[config.mk]
export PLATFORM = sky130hd
export DESIGN_NAME = clkdiv_nco
export DESIGN_NICKNAME = d
export VERILOG_FILES = /design/src/rtl/clkdiv_pkg.sv /design/src/rtl/clkdiv_nco_chan.sv /design/src/rtl/clkdiv_nco.sv
export SDC_FILE = /design/constraint.sdc
export NUM_CORES = 1
export LEC_CHECK = 0
export CAP_MARGIN = 10
export CORE_UTILIZATION = 40
export CTS_CLUSTER_DIAMETER = 120
export DETAILED_ROUTE_END_ITERATION = 12
export DONT_BUFFER_PORTS = 1
export SYNTH_ARGS = -nofsm -noshare
export SYNTH_HDL_FRONTEND = slang
export SYNTH_SLANG_ARGS = --single-unit
[constraint.sdc]
create_clock -name clock -period 3.5 [get_ports clock]
set_clock_uncertainty 0.15 [all_clocks]
set_input_delay 1.05 -clock clock [delete_from_list [all_inputs] [get_ports clock]]
set_output_delay 1.05 -clock clock [all_outputs]
set_load 0.02 [all_outputs]
[src/rtl/clkdiv_pkg.sv]
// Shared definitions for the fractional clock-enable generator: rate helper,
// configuration payload and parameter legality check.
package clkdiv_pkg;

  localparam int unsigned MaxChannels = 32;
  localparam int unsigned MinWidth    = 8;
  localparam int unsigned MaxWidth    = 48;
  localparam int unsigned MaxChanW    = 5;

  typedef struct packed {
    logic [MaxChanW-1:0]  chan;
    logic [MaxWidth-1:0]  incr;
    logic                 enable;
  } clkdiv_cfg_t;

  // Increment giving an output of downto Hz from a from Hz clock.
  function automatic logic [63:0] incr_of(input longint unsigned from,
                                          input longint unsigned downto,
                                          input int unsigned     width);
    logic [127:0] num;
    num = 128'(downto) << width;
    return 64'(num / 128'(from));
  endfunction

  function automatic bit cfg_ok(input longint unsigned from,
                                input longint unsigned downto,
                                input int unsigned     channels,
                                input int unsigned     width);
    return (downto != 0) && (downto < from) &&
           (channels >= 1) && (channels <= MaxChannels) &&
           (width >= MinWidth) && (width <= MaxWidth);
  endfunction

endpackage

[src/rtl/clkdiv_nco_chan.sv]
// One NCO channel: phase accumulator, deferred increment change and
// registered ckout/ckena outputs.
module clkdiv_nco_chan
  import clkdiv_pkg::*;
#(
  parameter int unsigned      Width = 32,
  parameter logic [Width-1:0] Incr0 = '0
) (
  input  logic             clock,
  input  logic             reset,
  input  logic             wr,
  input  logic             wr_enable,
  input  logic [Width-1:0] wr_incr,
  input  logic             sync,
  output logic             pend,
  output logic             ckout,
  output logic             ckena
);

  logic [Width-1:0] acc_q, acc_d;
  logic [Width-1:0] incr_q, incr_d;
  logic [Width-1:0] pend_incr_q, pend_incr_d;
  logic             en_q, en_d;
  logic             pend_q, pend_d;
  logic             ckout_q, ckout_d;
  logic             ckena_q, ckena_d;
  logic [Width:0]   sum_c;
  logic             run_c;

  // Priority: disable write, sync, enable write / pending apply, accumulate.
  always_comb begin
    acc_d       = acc_q;
    incr_d      = incr_q;
    pend_incr_d = pend_incr_q;
    en_d        = en_q;
    pend_d      = pend_q;
    ckout_d     = 1'b0;
    ckena_d     = 1'b0;
    sum_c       = {1'b0, acc_q} + {1'b0, incr_q};
    run_c       = en_q | (wr & wr_enable);

    if (wr && !wr_enable) begin
      en_d   = 1'b0;
      acc_d  = '0;
      pend_d = 1'b0;
    end else if (sync && run_c) begin
      en_d    = 1'b1;
      acc_d   = '0;
      pend_d  = 1'b0;
      ckena_d = 1'b1;
      ckout_d = 1'b1;
      if (wr) begin
        incr_d = wr_incr;
      end else if (pend_q) begin
        incr_d = pend_incr_q;
      end
    end else if (!en_q) begin
      acc_d = '0;
      if (wr) begin
        incr_d = wr_incr;
        en_d   = 1'b1;
      end
    end else begin
      acc_d   = sum_c[Width-1:0];
      ckena_d = sum_c[Width];
      ckout_d = ~sum_c[Width-1];
      // The wrap that retires a pending change still uses the old increment.
      if (wr) begin
        pend_d      = 1'b1;
        pend_incr_d = wr_incr;
      end else if (pend_q && sum_c[Width]) begin
        incr_d = pend_incr_q;
        pend_d = 1'b0;
      end
    end
  end

  always_ff @(posedge clock) begin
    if (reset) begin
      acc_q       <= '0;
      incr_q      <= Incr0;
      pend_incr_q <= '0;
      en_q        <= 1'b0;
      pend_q      <= 1'b0;
      ckout_q     <= 1'b0;
      ckena_q     <= 1'b0;
    end else begin
      acc_q       <= acc_d;
      incr_q      <= incr_d;
      pend_incr_q <= pend_incr_d;
      en_q        <= en_d;
      pend_q      <= pend_d;
      ckout_q     <= ckout_d;
      ckena_q     <= ckena_d;
    end
  end

  assign pend  = pend_q;
  assign ckout = ckout_q;
  assign ckena = ckena_q;

endmodule

[src/rtl/clkdiv_nco.sv]
// Multi-channel fractional clock-enable generator: configuration handshake
// decode, channel select and sync fan-out around per-channel NCOs.
module clkdiv_nco
  import clkdiv_pkg::*;
#(
  parameter int unsigned From     = 50000000,
  parameter int unsigned DownTo   = 1000000,
  parameter int unsigned Channels = 4,
  parameter int unsigned Width    = 32,
  localparam int unsigned ChanW   = (Channels > 1) ? $clog2(Channels) : 1
) (
  input  logic                clock,
  input  logic                reset,
  input  logic                cfg_valid,
  output logic                cfg_ready,
  input  logic [ChanW-1:0]    cfg_chan,
  input  logic [Width-1:0]    cfg_incr,
  input  logic                cfg_enable,
  input  logic                sync,
  output logic [Channels-1:0] ckout,
  output logic [Channels-1:0] ckena
);

  localparam bit               CfgOk    = cfg_ok(From, DownTo, Channels, Width);
  localparam logic [Width-1:0] Incr0    = Width'(incr_of(From, DownTo, Width));
  localparam int unsigned      NumSlots = 1 << ChanW;

  if (!CfgOk) begin : g_cfg_err
    $error("clkdiv_nco: illegal From/DownTo/Channels/Width");
  end

  logic [Channels-1:0] chan_pend;
  logic [NumSlots-1:0] pend_pad_c;
  logic                accept_c;

  // Unpopulated channel slots read as not pending, so writes to them are
  // accepted and dropped.
  assign pend_pad_c = NumSlots'(chan_pend);
  assign cfg_ready  = ~pend_pad_c[cfg_chan];
  assign accept_c   = cfg_valid & cfg_ready;

  for (genvar i = 0; i < Channels; i++) begin : g_chan
    logic wr_c;
    assign wr_c = accept_c && (cfg_chan == ChanW'(i));

    clkdiv_nco_chan #(
      .Width (Width),
      .Incr0 (Incr0)
    ) u_chan (
      .clock     (clock),
      .reset     (reset),
      .wr        (wr_c),
      .wr_enable (cfg_enable),
      .wr_incr   (cfg_incr),
      .sync      (sync),
      .pend      (chan_pend[i]),
      .ckout     (ckout[i]),
      .ckena     (ckena[i])
    );
  end

endmodule

==> qor.csv <==
stage,metric,value,unit
run_status,status,"complete, no violations",
placed_design,IO buf count,0,
power,Max IR drop VDD,0.3306,mV
grt,number of global-route vias before repair,16170,
power,Leak,8.872,nW
floorplanning,CORE AREA,0.05141,sq mm
clock_network,CTS tree,built,
route,DRC Markers,0,
floorplanning,DIE AREA,0.05313,sq mm
synth,"top cells by area, synth","dfxtp_1 (38%), ha_1 (7.7%), a21oi_1 (6.5%), nand2_1 (6.5%), mux2i_1 (5.7%)",
clock_network,clk buf depth,3,
critical_path,worst endpoint data arrival time,3.64,ns
clock_network,CTS Buf Count,44,
placed_design,placed cell area,0.02141,sq mm
critical_path,Worst path most repeated cell,o21ai_1,
clock_network,clk root buf,clkbuf_16,
synth,Synth Cell Area,0.02088,sq mm
floorplanning,Die W,230.5,um
route,routed wire length per instance,17.65,um
route,remaining antenna violation count,0,
grt,largest net degree at the start of global routing,282,
route,Initial DRT Pass Iterations,5,
grt,grt ovf,0,
synth,post-synth top area cell,dfxtp_1,
floorplanning,starting density of the core,0.4063,
route,Via Count,17250,
synth,register area share after synthesis,0.3834,
floorplanning,die height,230.5,um
critical_path,Crit Path Class,reg -> reg,
finish,nets,2589,
hold_path,Min-Delay Path Class,reg -> reg,
critical_path,CP endpoint kind,register,
power,Design Power,9.937,mW
synth,"Primary FF master, synth",dfxtp_1,
route,DR vias/cell,5.514,
route,final wirelength,55240,um
floorplanning,# IOs,48,
finish,Inserted Diodes,0,
sta,"Hold Vio Cnt, Final",0,
placed_design,gpl congestion,0.8546,
sta,crit path time final,3.331,ns
clock_network,H-tree Lvls,2,
grt,initial antenna violation count,0,
synth,syn nets,2671,
placed_design,HPWL Detailed,37130,um
synth,Cells after Synth,2500,
sta,# setup viols final,0,
finish,design area,0.02296,sq mm
synth,"Avg Cell Area, Syn",8.354,sq um
placed_design,dpl cells,3051,
floorplanning,# rows,83,
synth,fraction of registers with async set or reset after synthesis,0,
critical_path,startpoint types,register,
synth,"flops & latches, synth",400,
sta,Fmax,300.2,MHz
synth,synth unique cells,74,
finish,layout cells sized above 1,0.07799,
sta,Slew @ Worst Pin,0.7639,ns
clock_network,clk sinks,400,
critical_path,CP max FO,32,
critical_path,delay of the slowest critical-path stage,0.43,ns
critical_path,CP Cell Sequence,ha_1 -> fa_1 -> a211oi_1 -> o21ai_1 -> o41a_1 -> o21ai_1 -> a31oi_1 -> o32a_1 -> a31oi_4 -> buf_12 -> nor3_1 -> a31o_2,
route,DRT iter0 DRCs,1009,
finish,post-layout util,0.4467,
sta,Rel. slew slack,0.4868,
job,Max-Cap Viols,0,
critical_path,critical path's slowest cell,fa_1,
synth,Yosys Warn Count,0,
clock_network,clk slew on worst S/H paths,0.06,ns
synth,Yosys top cell area share,0.3834,
finish,Finished Layout Cells,3129,
clock_network,"Clk Latency, worst-skew pair",0.56,ns
power,Pwr Density,432.7,mW/mm^2
sta,part of the cycle the worst path needs,0.9518,
finish,Layout area overhead,9.963,%
critical_path,CP required,3.81,ns
grt,first-pass GRT wire length,88140,um
clock_network,hold_buf cts,0,
grt,Overall Global Routing Usage,0.2067,
sta,Final Slew Violations,0,
synth,"EDFF count, synth",0,
critical path, delay by kind of cell, from the launching register on:
family	cells	cell delay (ns)
flops	1	0.31
buf+inv	1	0.22
compound gates	8	1.78
fa+ha+maj	2	0.66
simple gates	1	0.08
per-layer routing:
| layer | wire length, um | vias to the layer above | track usage |
|---|---|---|---|
| met5 | 0 | - | 0 |
| met4 | 1290 | 0 | 0.05567 |
| met3 | 2948 | 65 | 0.04027 |
| met2 | 25020 | 333 | 0.3350 |
| met1 | 25990 | 8160 | 0.2788 |
| li1 | - | 8695 | - |
layout by cell type, fill, tap and decap left out, types with 27 or more instances in the layout:
master	count
nand2_1	361
nor2_1	242
nand3_1	27
buf_4	33
xnor2_1	44
a211oi_1	71
o21a_1	30
o21ai_0	68
nor3_1	94
ha_1	128
a31oi_1	30
clkbuf_16	46
nor2b_1	33
a21o_1	53
a21oi_1	271
mux2i_1	118
inv_1	42
xor2_1	42
dfxtp_1	400
per-stage QoR:
| stage | hold slack, ns | TNS (ns) | setup WS [ns] |
|---|---|---|---|
| after detailed placement | 0.2930 | 0 | 0.1261 |
| after global routing | 0.3169 | -0.0005644 | -0.0005644 |
| final | 0.2982 | 0 | 0.1688 |
| after floorplan | 0.2838 | 0 | 0.4088 |
| after global placement | 0.2867 | 0 | 0.2158 |
| after CTS | 0.3006 | 0 | 0.1064 |
cells in the mapped netlist, types with 19 or more instances:
| library cell | n |
|---|---|
| inv_1 | 42 |
| o21ai_0 | 68 |
| xnor2_1 | 44 |
| nor2b_1 | 34 |
| nand2_1 | 361 |
| a211oi_2 | 19 |
| nand3_1 | 27 |
| a31oi_1 | 30 |
| o21a_1 | 31 |
| buf_2 | 22 |
| xor2_1 | 42 |
| a31o_2 | 22 |
| nor3_1 | 94 |
| a21o_1 | 53 |
| a21oi_1 | 272 |
| dfxtp_1 | 400 |
| o211ai_1 | 24 |
| nor2_1 | 244 |
| ha_1 | 128 |
| mux2i_1 | 118 |
| clkbuf_1 | 127 |
| a211oi_1 | 72 |
cell families after synthesis:
family	synth area share
AND/OR/NAND/NOR	0.1762
AO/OA/AOI/OAI	0.2157
flip-flops	0.3834
buffers and inverters	0.04344
multiplexers	0.06465
adder cells (fa/ha/maj)	0.08052
XOR/XNOR	0.03607
area by class of cell:
type	instances	area, sq um
clock buffers	64	1308
well taps	680	850.8
clock inverters	13	193.9
multi-input cells	1889	12040
repair buffers	41	404.1
flip-flops and latches	400	8008
fillers	5004	28440
inverters	42	157.7
sequential cells by signal (all words and copies together), names as in the netlist:
name and flops:
g_chan.u_chan.ckout 4, g_chan.u_chan.ckena 4, g_chan.u_chan.acc_q 128, g_chan.u_chan.pend 4, g_chan.u_chan.pend_incr_q 128, g_chan.u_chan.en_q 4, g_chan.u_chan.incr_q 128
repair_timing:
| action | 4_1_cts | 5_1_grt |
|---|---|---|
| setup buffers | 0 | 0 |
| endpoints found under the setup margin | 0 | 56 |
| resized for setup | 0 | 7 |
| endpoints found under the hold margin | 0 | 0 |
report_power, final:
| part | switching [mW] | internal [mW] |
|---|---|---|
| registers | 0.0391 | 4.60 |
| logic | 0.258 | 0.198 |
| clock network | 1.89 | 2.95 |
path summary, 6_finish.rpt:
kind | from | to | slack (ns) | cells past startpoint
worst max-delay path | g_chan[3].u_chan.incr_q[0] | g_chan[3].u_chan.incr_q[1] | 0.17 | 12
worst max register to register | g_chan[3].u_chan.incr_q[0] | g_chan[3].u_chan.incr_q[1] | 0.17 | 12
worst min-delay path | g_chan[3].u_chan.pend_incr_q[6] | g_chan[3].u_chan.pend_incr_q[6] | 0.30 | 2
worst min register to register | g_chan[3].u_chan.pend_incr_q[6] | g_chan[3].u_chan.pend_incr_q[6] | 0.30 | 2
No activity file was read; power rests on OpenSTA's default activity.
